File: src/rtl/sap_control_sequencer.sv
// rtl/sap_control_sequencer.sv - SAP T1..T6 ring counter and instruction decoder driving the datapath control word
//
// Ports:
//   i_clk        system clock, rising-edge active
//   i_clr        synchronous active-high reset (back to T1, clears halt)
//   i_opcode     IR[7:4], only consulted in T4..T6
//   o_t_state    one-hot ring state, bit0 = T1 .. bit5 = T6
//   o_hlt        halted flag
//   o_cp         PC increment
//   o_ep         PC drives bus
//   o_lm         MAR load
//   o_ce         RAM drives bus
//   o_li         IR load
//   o_ei         IR[3:0] drives bus
//   o_la         accumulator load
//   o_ea         accumulator drives bus
//   o_su         ALU subtract select
//   o_eu         ALU drives bus
//   o_lb         B register load
//   o_lo         output register load

module sap_control_sequencer #(
    parameter logic [3:0] OP_LDA = 4'b0000,
    parameter logic [3:0] OP_ADD = 4'b0001,
    parameter logic [3:0] OP_SUB = 4'b0010,
    parameter logic [3:0] OP_OUT = 4'b1110,
    parameter logic [3:0] OP_HLT = 4'b1111
) (
    input  logic       i_clk,
    input  logic       i_clr,
    input  logic [3:0] i_opcode,
    output logic [5:0] o_t_state,
    output logic       o_hlt,
    output logic       o_cp,
    output logic       o_ep,
    output logic       o_lm,
    output logic       o_ce,
    output logic       o_li,
    output logic       o_ei,
    output logic       o_la,
    output logic       o_ea,
    output logic       o_su,
    output logic       o_eu,
    output logic       o_lb,
    output logic       o_lo
);

    typedef enum logic [5:0] {
        ST_T1 = 6'b000001,
        ST_T2 = 6'b000010,
        ST_T3 = 6'b000100,
        ST_T4 = 6'b001000,
        ST_T5 = 6'b010000,
        ST_T6 = 6'b100000
    } ring_e;

    ring_e r_ring;
    logic  r_hlt;

    logic  w_run;
    logic  w_is_lda;
    logic  w_is_add;
    logic  w_is_sub;
    logic  w_is_out;
    logic  w_is_hlt;
    logic  w_mem_op;
    ring_e w_ring_next;

    // Controls are only live when neither reset nor halt is in force, so a
    // clr cycle can never leak fetch or partial-execute controls.
    assign w_run = !i_clr && !r_hlt;

    assign w_is_lda = (i_opcode == OP_LDA);
    assign w_is_add = (i_opcode == OP_ADD);
    assign w_is_sub = (i_opcode == OP_SUB);
    assign w_is_out = (i_opcode == OP_OUT);
    assign w_is_hlt = (i_opcode == OP_HLT);

    // LDA, ADD and SUB share the T4 address phase (IR operand -> MAR).
    assign w_mem_op = w_is_lda || w_is_add || w_is_sub;

    always_comb begin
        w_ring_next = ST_T1;
        case (r_ring)
            ST_T1:   w_ring_next = ST_T2;
            ST_T2:   w_ring_next = ST_T3;
            ST_T3:   w_ring_next = ST_T4;
            ST_T4:   w_ring_next = ST_T5;
            ST_T5:   w_ring_next = ST_T6;
            ST_T6:   w_ring_next = ST_T1;
            // A corrupted (non one-hot) ring resynchronises to fetch.
            default: w_ring_next = ST_T1;
        endcase
    end

    always_ff @(posedge i_clk) begin
        if (i_clr) begin
            r_ring <= ST_T1;
            r_hlt  <= 1'b0;
        end else if (!r_hlt) begin
            if (r_ring == ST_T4 && w_is_hlt) begin
                // Freeze on T4; only clr leaves the halted state.
                r_hlt <= 1'b1;
            end else begin
                r_ring <= w_ring_next;
            end
        end
    end

    assign o_t_state = r_ring;
    assign o_hlt     = r_hlt;

    // Each state drives at most one of ep/ce/ei/ea/eu, so the shared bus
    // has a single source in every cycle, whatever the opcode.
    always_comb begin
        o_cp = 1'b0;
        o_ep = 1'b0;
        o_lm = 1'b0;
        o_ce = 1'b0;
        o_li = 1'b0;
        o_ei = 1'b0;
        o_la = 1'b0;
        o_ea = 1'b0;
        o_su = 1'b0;
        o_eu = 1'b0;
        o_lb = 1'b0;
        o_lo = 1'b0;
        if (w_run) begin
            case (r_ring)
                ST_T1: begin
                    o_ep = 1'b1;
                    o_lm = 1'b1;
                end
                ST_T2: begin
                    o_cp = 1'b1;
                end
                ST_T3: begin
                    o_ce = 1'b1;
                    o_li = 1'b1;
                end
                ST_T4: begin
                    if (w_mem_op) begin
                        o_ei = 1'b1;
                        o_lm = 1'b1;
                    end else if (w_is_out) begin
                        o_ea = 1'b1;
                        o_lo = 1'b1;
                    end
                end
                ST_T5: begin
                    if (w_is_lda) begin
                        o_ce = 1'b1;
                        o_la = 1'b1;
                    end else if (w_is_add || w_is_sub) begin
                        o_ce = 1'b1;
                        o_lb = 1'b1;
                    end
                end
                ST_T6: begin
                    if (w_is_add || w_is_sub) begin
                        o_eu = 1'b1;
                        o_la = 1'b1;
                        o_su = w_is_sub;
                    end
                end
                default: begin
                end
            endcase
        end
    end

endmodule

File: config.mk
export PLATFORM = sky130hd
export DESIGN_NAME = sap_control_sequencer
export DESIGN_NICKNAME = d
export VERILOG_FILES = /design/src/rtl/sap_control_sequencer.sv
export SDC_FILE = /design/constraint.sdc
export NUM_CORES = 1
export LEC_CHECK = 0
export CORE_AREA = 5 5 47 45
export CTS_CLUSTER_DIAMETER = 120
export DETAILED_ROUTE_END_ITERATION = 8
export DIE_AREA = 0 0 52 50
export DONT_BUFFER_PORTS = 1
export PLACE_DENSITY = 0.62
export SYNTH_ARGS = -nofsm -noshare
export SYNTH_HDL_FRONTEND = slang
export SYNTH_SLANG_ARGS = --single-unit
File: constraint.sdc
create_clock -name i_clk -period 2.7 [get_ports i_clk]
set_input_delay 0.675 -clock i_clk [delete_from_list [all_inputs] [get_ports i_clk]]
set_output_delay 0.675 -clock i_clk [all_outputs]
set_load 0.02 [all_outputs]
Word-level counts from Yosys, hierarchy flattened
Index checks and enable logic that the tools add are counted.

storage, ports and cells
  memory bits (read-only) = 0
  logic and storage cells = 56
  register bits after elaboration = 7
  memories kept = 0
  RAM bits = 0
  latch bits = 0
  output and inout bits = 19
  bits of input ports = 6

cells by class
  $mul = 0
  bitwise logic cells = 2
  shift-type cells = 0
  reduce and logical (&&, ||, !) cells = 9
  magnitude comparators = 0
  add/subtract/negate cells = 0
  mux-type cells = 33
  equal/unequal tests = 10
  div/mod/pow operators = 0

operators with widths
  kind                  number
  $pmux W6 S5           1
  $mux W1               29
  $eq A4 B4 Y1 const B  2
  $eq A6 B1 Y1 const B  1
  $eq A6 B2 Y1 const B  1
  $eq A6 B3 Y1 const B  1
  $eq A6 B4 Y1 const B  1
  $eq A6 B5 Y1 const B  1
  $eq A6 B6 Y1 const B  1
  $pmux W1 S2           3
  $eq A4 B1 Y1 const B  1
  $eq A4 B2 Y1 const B  1
  $logic_not A4 Y1      1
  $logic_or A1 B1 Y1    3
  $logic_and A1 B1 Y1   2
  $logic_not A1 Y1      2
  $not A1 Y1            2
  $reduce_and A2 Y1     1

Longest topological paths before layout
  depth after elaboration = 6
  depth in mapped cells = 5
  depth with buffers taken out = 4

Worst setup path after synthesis
OpenSTA, ideal clock, no wires.

  kind = input to output
  from = input port i_clr
  to = output port o_lo
  required time = 2.025 ns
  stages on the path = 4
  arrival = 2.227 ns
  setup slack = -0.202 ns
  cell sequence = buf_2 -> or2_2 -> nor4_1 -> buf_4

between the ends
  cells in the longest elaborated chain, start to end = 3

ends and longest elaborated chain
  item                 line  RTL
  start: declaration   30    input logic i_clr,
  $logic_not A1 Y1     71    assign w_run = !i_clr && !r_hlt;
  $logic_and A1 B1 Y1  71
  $mux W1              n/a
  end: declaration     45    output logic o_lo

No other way between the ends.

Worst setup path in the final report
  from = register r_ring[3] (netlist: o_t_state[3])
  to = output port o_su

between the ends
  cells in the longest elaborated chain, start to end = 3

ends and longest elaborated chain
  item                      line  RTL
  start: declaration        57    ring_e r_ring;
  start signal: assignment  105   r_ring <= w_ring_next;
  $eq A6 B6 Y1              129   case (r_ring)
  $mux W1                   129
  $mux W1                   128   if (w_run) begin
  end: declaration          42    output logic o_su,

No other way between the ends.

==> results.md <==
* Status: finished clean
* Synth Warn # at 0
* Final wirelength at 1490 um
* DP HPWL at 1138 um
* Cell accounting for the most synthesized area: dfxtp_1
* Final min period at 2.491 ns
* Starting density of the core at 36.81%
* Standard-cell rows at 14
* Crit path required time at 2.03 ns
* Hold WC Path Type: in2reg
* Largest cells by area after synthesis: dfxtp_1, nor2_1, a41oi_4
* Cts bufs inserted at 3
* Finished Core Util at 40.74%
* Pin count of the biggest net entering global routing at 11
* Post-synth EDFFs at 0
* Async SR Flop Fraction at 0%
* CP Class: reg2out
* RSZ-0062 raised after global routing: false
* PostCTS Resize Cnt at 0
* Crit path DAT at 1.82 ns
* CP cell instances: nor4_1, nand4_1, nor3b_1, buf_4
* Layout overhead on the synthesized area at 10.66%
* Routability cong. at 0.8345
* CTS tree: yes
* Post-CTS Setup Bufs at 0
* Max FO, Critical Path at 10
* Max H-tree Level at 1
* DR top layer: met4
* GRT Total Usage at 12.78%
* Post-Synthesis Cell Area at 586.8 um2
* Total Neg Setup Slack at 0 ns
* Grt ovf at 0
* Crit share post-route at 92.26%
* Die width at 52 um
* Die area at 2600 um2
* Hold Violations, Final at 0
* FMAX at 401.4 MHz
* Count leader, synth: nor2_1
* CTS Hold Buffers Added at 0
* Setup violations, final at 0
* CORE AREA at 1594 um2
* Leak pwr at 0.2261 nW
* Maxcap violations at 0
* Finished Cell Area at 649.4 um2
* Antenna diodes at 0
* CP peak stage delay at 0.49 ns
* Die height at 50 um
* Synth Register Bits at 7
* Initial antenna violation count at 0
* Met3 WL at 153 um
* Ports at 25
* CP endpoint kind: output port
* DR vias at 539
* Clock Skews at 0.001649 ns
* Power per cell area at 462.9 nW/um2
* Mean post-synth cell area at 8.150 um2
* WL met1 at 631 um
* Layout Nets at 82
* Mean number of vias per cell at 5.444
* Slew Viols, Final at 0
* Post-route ant nets at 0
* Hold WS at 0.4697 ns
* Post-synth net total at 78
* Synth top area share at 23.88%
* Vias in the first global route at 531
* Ys flop type: dfxtp_1
* Clock-pin slew on the worst setup and hold paths at 0.06 ns
* Register area share after synthesis at 23.88%
* Slew @ Worst Pin at 0.5744 ns
* Fraction of layout cells with a size suffix above 1 at 29.33%
* Max IR drop VDD at 0.2767 mV
* Wire per inst at 15.05 um
* First-pass GRT wire length at 2477 um
* DRT iter0 DRCs at 10
* Sink Count at 7
* DRC at 0
* Yosys cell types at 34
* Slowest-stage cell, CP: dfxtp_1
* First-pass detailed-route iteration total at 4
* Top cells by count, synth: nor2_1, dfxtp_1, nand2_1
* Worst setup SP type: flip-flop
* Met2 routed WL at 688 um
* # fillers at 169
* Worst rel slew slack at 61.65%
* Placed Area at 621.8 um2
* Cell count after synthesis at 72
* Clk buf depth at 2
* Root buffer cell: clkbuf_4
* I/O Buffers at 0
* Worst-Skew Late Latency at 0.26 ns
-- worst paths after layout --
path / to / depth (start not counted) / startpoint / slack (ns)
worst max-delay path: o_su / 4 / o_t_state[3] / 0.21
worst min-delay path: o_t_state[1] / 1 / i_clr / 0.47
worst min register to register: o_t_state[2] / 3 / o_t_state[2] / 0.73
worst max register to register: o_t_state[1] / 4 / o_t_state[4] / 1.13
-- cells by family after synthesis --
kind of cell / after synthesis / synth area share (%)
AOI/OAI and AO/OA: 11 / 17.27
xor gates and xnor gates: 2 / 2.986
muxes: 2 / 4.264
DFF: 7 / 23.88
buffers and inverters: 9 / 8.529
and+or+nand+nor: 41 / 43.07
-- critical path: cells and delay by family (launching register included) --
| kind | cells | cell delay, ns |
|---|---|---|
| simple gates | 3 | 0.90 |
| flops | 1 | 0.49 |
| buf+inv | 1 | 0.17 |
-- where the power goes --
group / switching (mW) / internal (mW) / total, mW
registers: 0.0249 / 0.109 / 0.134
clock network: 0.0445 / 0.0544 / 0.0989
logic: 0.0395 / 0.0277 / 0.0672
total: 0.109 / 0.192 / 0.301
-- sequential cells by signal, summed over array words and instances, names as in the netlist --
| signal | flops |
|---|---|
| o_hlt | 1 |
| o_t_state | 6 |
-- area by class of cell --
cell class	instances	area, um2	area share (%)
multi-input cells	56	402.9	62.04
inverters	3	11.26	1.734
clock buffers	3	22.52	3.468
clock inverters	1	5.005	0.7707
flip-flops and latches	7	140.1	21.58
repair buffers	5	37.54	5.780
well taps	24	30.03	4.624
-- layer usage --
metal  vias up  global-route usage, %
met2        20                  18.83
met5         -                      0
met4         0                  4.367
li1        270                      -
met3         4                  8.434
met1       245                  14.59
-- through the flow --
stage | power (mW) | worst slack (ns) | instances
6_report | 0.3006 | 0.2089 | 99
5_1_grt | 0.3188 | 0.02914 | 99
4_1_cts | 0.3059 | 0.1921 | 99
3_5_place_dp | 0.2029 | 0.3677 | 95
3_3_place_gp | 0.2031 | 0.4204 | 95
2_1_floorplan | 0.1954 | 0.06938 | 72
-- layout by cell type (no fill, tap or decap), types with 2 or more instances in the layout --
master    instances
nor4_1            2
a31o_2            2
inv_1             3
nor2_2            2
nand4_1           2
nor2_1           13
buf_4             5
dfxtp_1           7
nand2_1           6
clkbuf_4          3
nand3_1           4
a211oi_1          2
nand3b_1          2
Power figures use the tool's default switching activity.
